### src/rtl/seven_segment_monitor.sv
// seven_segment_monitor: receive side of a seven-segment display link.
// Samples an active-low abcdefg bus, debounces it, decodes the shown hex
// digit, flags non-glyph patterns and checks +1 mod 16 digit sequencing.
module seven_segment_monitor #(
  parameter int STABLE_CYCLES = 4,
  parameter int ERR_CNT_WIDTH = 8
) (
  input  logic                     clock,
  input  logic                     reset_n,
  input  logic [6:0]               abcdefg,
  output logic [3:0]               number,
  output logic                     number_valid,
  output logic                     update,
  output logic                     invalid,
  output logic                     seq_error,
  output logic [ERR_CNT_WIDTH-1:0] error_count
);

  localparam int CW = $clog2(STABLE_CYCLES + 1);
  localparam logic [CW-1:0] STABLE_LIM = CW'(STABLE_CYCLES);

  localparam logic [1:0] ST_EMPTY  = 2'd0;
  localparam logic [1:0] ST_SETTLE = 2'd1;
  localparam logic [1:0] ST_LOCKED = 2'd2;

  logic [6:0]               sample_q;
  logic [6:0]               cand_q, cand_d;
  logic [CW-1:0]            cnt_q, cnt_d;
  logic [1:0]               state_q, state_d;
  logic [6:0]               acc_pat_q, acc_pat_d;
  logic                     have_acc_q, have_acc_d;
  logic [3:0]               prev_q, prev_d;
  logic                     has_prev_q, has_prev_d;
  logic [3:0]               number_q, number_d;
  logic                     valid_q, valid_d;
  logic                     update_q, update_d;
  logic                     invalid_q, invalid_d;
  logic                     seq_q, seq_d;
  logic [ERR_CNT_WIDTH-1:0] err_q, err_d;

  logic       accept;
  logic       glyph_ok;
  logic [3:0] glyph_digit;
  logic [3:0] prev_plus1;
  logic       err_inc;

  // Decode the sampled pattern back to a hex digit (gfedcba, active-low).
  always_comb begin
    glyph_ok    = 1'b1;
    glyph_digit = 4'h0;
    case (sample_q)
      7'h40: glyph_digit = 4'h0;
      7'h79: glyph_digit = 4'h1;
      7'h24: glyph_digit = 4'h2;
      7'h30: glyph_digit = 4'h3;
      7'h19: glyph_digit = 4'h4;
      7'h12: glyph_digit = 4'h5;
      7'h02: glyph_digit = 4'h6;
      7'h78: glyph_digit = 4'h7;
      7'h00: glyph_digit = 4'h8;
      7'h10: glyph_digit = 4'h9;
      7'h08: glyph_digit = 4'hA;
      7'h03: glyph_digit = 4'hB;
      7'h46: glyph_digit = 4'hC;
      7'h21: glyph_digit = 4'hD;
      7'h06: glyph_digit = 4'hE;
      7'h0E: glyph_digit = 4'hF;
      default: glyph_ok = 1'b0;
    endcase
  end

  // Debounce: any change restarts the count; acceptance when the count hits the limit.
  always_comb begin
    state_d = state_q;
    cand_d  = cand_q;
    cnt_d   = cnt_q;
    accept  = 1'b0;
    if (sample_q != cand_q) begin
      cand_d  = sample_q;
      cnt_d   = CW'(1);
      state_d = ST_SETTLE;
      if (STABLE_LIM == CW'(1)) begin
        accept  = 1'b1;
        state_d = ST_LOCKED;
      end
    end else if (state_q == ST_SETTLE) begin
      cnt_d = cnt_q + CW'(1);
      if (cnt_d == STABLE_LIM) begin
        accept  = 1'b1;
        state_d = ST_LOCKED;
      end
    end
  end

  assign prev_plus1 = prev_q + 4'd1;

  // Act on an acceptance. A glitch shorter than the debounce window that
  // returns to the already-accepted pattern re-accepts that same pattern;
  // this is a non-event, so it produces no pulses and no error.
  always_comb begin
    acc_pat_d  = acc_pat_q;
    have_acc_d = have_acc_q;
    prev_d     = prev_q;
    has_prev_d = has_prev_q;
    number_d   = number_q;
    valid_d    = valid_q;
    invalid_d  = invalid_q;
    update_d   = 1'b0;
    seq_d      = 1'b0;
    err_inc    = 1'b0;
    if (accept && !(have_acc_q && (sample_q == acc_pat_q))) begin
      acc_pat_d  = sample_q;
      have_acc_d = 1'b1;
      if (glyph_ok) begin
        number_d  = glyph_digit;
        valid_d   = 1'b1;
        invalid_d = 1'b0;
        update_d  = 1'b1;
        if (has_prev_q && (glyph_digit != prev_q) && (glyph_digit != prev_plus1)) begin
          seq_d   = 1'b1;
          err_inc = 1'b1;
        end
        prev_d     = glyph_digit;
        has_prev_d = 1'b1;
      end else begin
        invalid_d = 1'b1;
        valid_d   = 1'b0;
        err_inc   = 1'b1;
      end
    end
    err_d = err_q;
    if (err_inc && (err_q != {ERR_CNT_WIDTH{1'b1}})) begin
      err_d = err_q + ERR_CNT_WIDTH'(1);
    end
  end

  // All state registers, cleared asynchronously by reset_n.
  always_ff @(posedge clock or negedge reset_n) begin
    if (!reset_n) begin
      sample_q   <= 7'h00;
      cand_q     <= 7'h00;
      cnt_q      <= '0;
      state_q    <= ST_EMPTY;
      acc_pat_q  <= 7'h00;
      have_acc_q <= 1'b0;
      prev_q     <= 4'h0;
      has_prev_q <= 1'b0;
      number_q   <= 4'h0;
      valid_q    <= 1'b0;
      update_q   <= 1'b0;
      invalid_q  <= 1'b0;
      seq_q      <= 1'b0;
      err_q      <= '0;
    end else begin
      sample_q   <= abcdefg;
      cand_q     <= cand_d;
      cnt_q      <= cnt_d;
      state_q    <= state_d;
      acc_pat_q  <= acc_pat_d;
      have_acc_q <= have_acc_d;
      prev_q     <= prev_d;
      has_prev_q <= has_prev_d;
      number_q   <= number_d;
      valid_q    <= valid_d;
      update_q   <= update_d;
      invalid_q  <= invalid_d;
      seq_q      <= seq_d;
      err_q      <= err_d;
    end
  end

  assign number       = number_q;
  assign number_valid = valid_q;
  assign update       = update_q;
  assign invalid      = invalid_q;
  assign seq_error    = seq_q;
  assign error_count  = err_q;

endmodule

### config.mk
export PLATFORM = sky130hd
export DESIGN_NAME = seven_segment_monitor
export DESIGN_NICKNAME = d
export VERILOG_FILES = /design/src/rtl/seven_segment_monitor.sv
export SDC_FILE = /design/constraint.sdc
export NUM_CORES = 1
export LEC_CHECK = 0
export ABC_CLOCK_PERIOD_IN_PS = 2950
export BUFFER_PORTS_ARGS = -buffer_cell sky130_fd_sc_hd__buf_2
export CAP_MARGIN = 10
export CORE_MARGIN = 2
export CORE_UTILIZATION = 52
export DETAILED_ROUTE_END_ITERATION = 8
export HOLD_SLACK_MARGIN = 0.15
export PLACE_DENSITY_LB_ADDON = 0.05
export SLEW_MARGIN = 20
export SYNTH_ARGS = -nofsm -noshare
export SYNTH_HDL_FRONTEND = slang
export SYNTH_SLANG_ARGS = --single-unit
### constraint.sdc
create_clock -name clock -period 2.95 [get_ports clock]
set_input_delay 0.1475 -clock clock [delete_from_list [all_inputs] [get_ports clock]]
set_output_delay 0.1475 -clock clock [all_outputs]
set_load 0.05 [all_outputs]
==> results of run 1 <==
[cells in the mapped netlist (all sizes together), types with 3 or more instances]
cell,n,area share [%]
nand2,9,1.5
ha,4,2.2
inv,8,1.3
nor2,8,1.3
buf,7,1.5
nand4b,3,1.1
xor2,15,5.7
a21oi,4,1.0
clkbuf,9,1.5
dfrtp,44,48
a31oi,3,0.82
nor3,6,1.3
nand2b,4,1.1
nand4,5,1.4
xnor2,16,6.1
nand3,8,1.8
a211oi,7,3.6
o21ai,5,1.1
mux2,10,4.9
[layer usage]
metal	up-vias	global-route usage [%]	share of wire (%)
li1	807	-	-
met1	821	27.04	46
met2	36	31.55	48
met3	11	5.339	3.6
met4	0	8.120	2.1
met5	-	0	0
[what timing repair did]
item / CTS / global route
hold buffers: 8 / 0
setup buffers: 0 / 2
gates resized for setup: 3 / 8
hold endpoints to repair: 51 / 0
pin swaps: 3 / 5
gates cloned: 0 / 0
endpoints found under the setup margin: 3 / 5
[registers in the layout, summed over array words and instances (netlist names)]
name,cells
sample_q,7
cand_q,7
update,1
state_q,2
have_acc_q,1
number,4
number_valid,1
invalid,1
acc_pat_q,7
has_prev_q,1
cnt_q,3
seq_error,1
error_count,8
[placed cells by master, fill, tap and decap left out, types with 4 or more instances in the layout]
master and n:
nor3_1 4, ha_1 4, dlygate4sd3_1 8, nand3_1 7, o21ai_0 5, xnor2_1 15
nand2_1 9, dfrtp_1 43, inv_1 8, mux2_2 8, nand2b_1 4, buf_2 24
clkbuf_8 7, buf_4 18, nor2_1 7, xor2_1 15, a211oi_2 5, nand4_1 5
[power by group]
group          internal, mW  switching (mW)  leakage [nW]  total, mW
logic                0.0508          0.0586         0.680      0.109
registers             0.613         0.00919         0.571      0.622
clock network         0.209           0.194        0.0503      0.402
total                 0.872           0.261          1.30       1.13
[final cells by class]
| type | instances | area share [%] |
|---|---|---|
| Clock buffer | 7 | 3.444 |
| Inverter | 8 | 1.073 |
| Multi-Input combinational cell | 139 | 41.06 |
| Sequential cell | 44 | 39.40 |
| Tap cell | 52 | 2.326 |
| Timing Repair Buffer | 51 | 12.70 |
[through the flow]
step / util (%) / setup TNS, ps / cell area, um^2 / power, mW / hold slack [ps]
6_report: 65.15 / 0 / 2798 / 1.134 / 464.4
5_1_grt: 65.15 / -48.06 / 2798 / 1.185 / 494.8
4_1_cts: 63.61 / 0 / 2731 / 1.137 / 463.5
3_5_place_dp: 59.24 / -39.38 / 2544 / 0.7286 / 257.3
3_3_place_gp: 59.24 / 0 / 2544 / 0.7255 / 256.2
2_1_floorplan: - / 0 / 2287 / 0.6891 / -148.1
[worst paths after layout]
kind	startpoint	end	slack (ps)	depth (start not counted)
max in group asynchronous	reset_n	sample_q[3]	1760	2
worst min-delay path	has_prev_q	has_prev_q	460	2
min in group asynchronous	reset_n	cand_q[4]	540	2
worst min register to register	has_prev_q	has_prev_q	460	2
worst max register to register	sample_q[0]	error_count[2]	100	9
worst max-delay path	sample_q[0]	error_count[2]	100	9
[kinds of logic after synthesis]
kind of cell,synth area share [%]
buffers and inverters,4.321
xor gates and xnor gates,11.87
and+or+nand+nor,15.97
DFF,48.14
AOI/OAI and AO/OA,11.71
adders and majority gates,2.188
muxes,5.799
[critical path, stage by stage, from the launching register on]
cell,delay (ps)
dfrtp_1,410
or3_4,410
a211o_1,270
and3b_1,190
a211oi_2,270
and4b_1,240
a2111o_4,400
buf_4,180
a211oi_4,220
xor2_1,190
==> flow_summary.yaml, run 1 <==
clock_network:
  cts_max_level: 2
  clockBufferDepth: 2
  root_buffer: "clkbuf_8"
  clkLatencyLatePin_ps: 290
  cts_buffers: 5
  tritoncts: "yes"
  cts.sinks: 44
  clk_pin_slew_worst_paths_ps: 80
global_route:
  grt_max_degree: 45
  grt_overflow: 0
  grt_pass1_vias: 1738
  grt_first_pass_wirelength_mm: 8.004
  antenna_found_initial: 0
  gr-usage-all-layers_pct: 20.28
die:
  die_h_um: 70.32
  dieArea_um2: 4945
  io_pins: 25
  fp-row-count: 24
  fp.coreArea_um2: 4294
  start_util_pct: 53.26
  die_x_um: 70.32
synth:
  synth_cell_types: 48
  syn_nets: 220
  synth_seq_area_share_pct: 48.14
  ys.flop_type: "dfrtp_1"
  synthCells: 207
  synthArstFlopShare_pct: 100.0
  synth-edff-count: 0
  ys_seq_elements: 44
  ys_warn_count: 0
  syn_avg_cell_area_um2: 11.05
  syn_area_um2: 2287
sta:
  hold_violations: 0
  rsz0062_at_grt: "true"
  fmax_mhz: 351.0
  timing.final.crit_share_pct: 96.57
  fin_crit_ps: 2849
  layout_setup_ws_ps: 101.2
  setup_viol: 0
  tightestPinTransition_ps: 954.6
  clock_skew_ps: 5.062
  relSlewSlack_pct: 36.36
  final_max_slew_viol_count: 0
finish:
  seq_area_um2: 1102
  area_delta_synth_final_pct: 22.32
  fin_nets: 262
  fill_cells: 330
  drive_gt1_share_pct: 31.33
  multi_input_area_um2: 1149
  antenna_cells: 0
  final_cells: 301
placement:
  port_buffers: 24
  dp_cells: 284
  place_ws_ps: -39.38
  dp_hpwl_mm: 3.203
  place.gp.congestion: 0.8774
drt:
  wl_per_cell_um: 15.22
  vias: 1675
  drt_iter0_markers: 52
  routed_wl_mm: 4.580
  viasPerCell: 5.565
  firstDrtPassIters: 4
  ant_nets: 0
  drc_errors: 0
worst_setup_path:
  crit_path_end_kind: "flop"
  path_class: "reg2reg"
  critPathArrivalTime_ps: 3060
  crit_path_max_fanout: 5
  required_ps: 3170
  start_kind: "flop"
hold_path:
  hold_class: "reg2reg"
outcome:
  status: "complete, no violations"
pwr:
  power_density_nw_per_um2: 405.2
  p_leak_nw: 1.302
  irDropWorstVdd_uv: 254.3
flow_run:
  maxCapViolations: 0
(Power assumes the default switching activity.)
==> inputs of run 2 (changes only) <==
BUFFER_PORTS_ARGS = -buffer_cell sky130_fd_sc_hd__clkbuf_2   (was -buffer_cell sky130_fd_sc_hd__buf_2)
CORE_MARGIN = 3   (was 2)
==> run 2 against run 1 <==
  * Critical path depth up 1
  * Cell area shrank 0.49%
  * Sequential share of layout area grew 0.28 points
  * Clock-buffer cell count decreased by 1
  * Via count shrank 2.4%
  * Clock skew is 1.7 ps higher
  * Combinational power decreased by 6%
  * Flip-flop and latch count unchanged
  * Largest cell class unchanged
  * Largest power group unchanged
  * Highest routed layer unchanged
==> flow_summary.yaml, run 2 (same netlist as run 1, synthesis figures left out) <==
outcome:
  status: "complete, no violations"
finish:
  fin_nets: 260
  largest_reg_flops: 8
  area_delta_synth_final_pct: 21.72
  final_common_cell: "dfrtp_1"
  antenna_cells: 0
  seq_area_um2: 1105
  fill_cells: 318
  final_util_pct: 67.65
  multi_input_area_um2: 1137
  drive_gt1_share_pct: 31.45
  final_cell_mix: "dfrtp_1, clkbuf_2, buf_4"
hold_path:
  hold_class: "reg2reg"
  hold_path_depth: 2
  hold-path-endpoint: "has_prev_q"
  hp-start: "has_prev_q"
worst_setup_path:
  r2r_slack_ps: 100
  required_ps: 3180
  critPathArrivalTime_ps: 3080
  start_kind: "flop"
  crit_path_end_kind: "flop"
  cp_common_cell: "buf_4"
  r2r_end: "error_count[7]"
  path_class: "reg2reg"
  ff2ff_path_depth: 10
  crit_path_max_incr_delay_ps: 450
  r2r_start: "sample_q[0]"
  crit_path_max_fanout: 13
  cp_cell_sequence: "buf_4 > or3b_4 > nor2_4 > a21oi_2 > a211oi_2 > and4b_1 > a2111o_4 > buf_4 > a211oi_4 > xor2_1"
  cp_slowest_cell: "a2111o_4"
global_route:
  gr-usage-all-layers_pct: 18.14
  top_usage_layer: "met2"
  grt_first_pass_wirelength_mm: 7.389
  antenna_found_initial: 0
  grt.met1_usage_pct: 21.74
  met2_usage_pct: 31.14
  grtUsageMet3_pct: 4.986
  grt_pass1_vias: 1636
  grt_overflow: 0
  grt_max_degree: 45
drt:
  firstDrtPassIters: 4
  ant_nets: 0
  viasPerCell: 5.487
  routed_wl_mm: 4.479
  wl_per_cell_um: 15.03
  drt_iter0_markers: 70
  drc_errors: 0
  vias: 1635
pwr:
  power_density_nw_per_um2: 433.8
  p_leak_nw: 1.264
  irDropWorstVdd_uv: 322.5
sta:
  relSlewSlack_pct: 38.24
  tightestPinTransition_ps: 926.4
  setup_tns_ps: 0
  clock_skew_ps: 6.787
  fin_crit_ps: 2855
  hold_violations: 0
  timing.final.crit_share_pct: 96.77
  fmax_mhz: 350.3
  whs_ps: 475.2
  final_max_slew_viol_count: 0
  layout_setup_ws_ps: 95.36
  setup_viol: 0
clock_network:
  clkLatencyLatePin_ps: 300
  cts_max_level: 2
  cts.sinks: 44
  clockBufferDepth: 2
  root_buffer: "clkbuf_8"
  tritoncts: "yes"
  cts_buffers: 5
  clk_pin_slew_worst_paths_ps: 80
die:
  fp.coreArea_um2: 4115
  fp-row-count: 23
  die_h_um: 72.32
  start_util_pct: 55.58
  dieArea_um2: 5230
  io_pins: 25
  die_x_um: 72.32
flow_run:
  maxCapViolations: 0
placement:
  port_buffers: 24
  dp_hpwl_mm: 3.134
  place_ws_ps: 6.195
  place.gp.congestion: 0.8460
-- run 2: cell types whose count changed in the layout (fill, tap and decap cells not counted), moves of 2 or more --
cell / delta
dfrtp_2: +2
dfrtp_1: -2
clkbuf_2: +23
buf_2: -23
-- run 2: per-stage QoR --
stage | total power, mW | cell area (um^2) | std cells
after floorplan | 0.6891 | 2287 | 207
after global placement | 0.7222 | 2521 | 281
after detailed placement | 0.7244 | 2521 | 281
after CTS | 1.221 | 2726 | 297
after global routing | 1.260 | 2784 | 298
final | 1.208 | 2784 | 298
-- run 2: cell type report --
type	count	share of cell area, %
multi-input cells	139	40.85
flip-flops and latches	44	39.69
repair buffers	49	11.78
clock buffers	6	2.966
well taps	50	2.247
clock inverters	2	1.393
inverters	8	1.079
-- run 2: repair_timing --
action	4_1_cts	5_1_grt
endpoints found under the setup margin	1	7
endpoints found under the hold margin	51	0
pin swaps	0	7
resized for setup	1	13
buffers inserted	0	1
hold buffers	8	0
-- run 2: report_power, final --
part,internal (mW),switching (mW),total (mW),leakage (nW)
clock network,0.277,0.204,0.481,0.0614
registers,0.613,0.0107,0.624,0.569
logic,0.0479,0.0549,0.103,0.634
-- run 2: how the worst max path moves through the flow --
stage                     start             end  cells past startpoint
CTS                 sample_q[1]  error_count[7]                      9
global placement    sample_q[0]  error_count[6]                      9
floorplan           sample_q[0]  error_count[1]                      8
finish              sample_q[0]  error_count[7]                     10
global route        sample_q[0]  error_count[7]                     10
detailed placement  sample_q[1]  error_count[7]                     10
-- run 2: routing by layer --
metal	part of all wire (%)	routed length, um
met3	3.8	169
met1	44	1962
met4	1.1	48
met5	0	0
met2	51	2298
-- run 2: worst max-delay path: cells and delay by family, from the launching register on --
| kind | cells | cell delay (ps) |
|---|---|---|
| AO/OA/AOI/OAI | 4 | 1040 |
| AND/OR/NAND/NOR | 3 | 800 |
| flip-flops | 1 | 390 |
| buffers and inverters | 2 | 370 |
| XOR/XNOR | 1 | 160 |
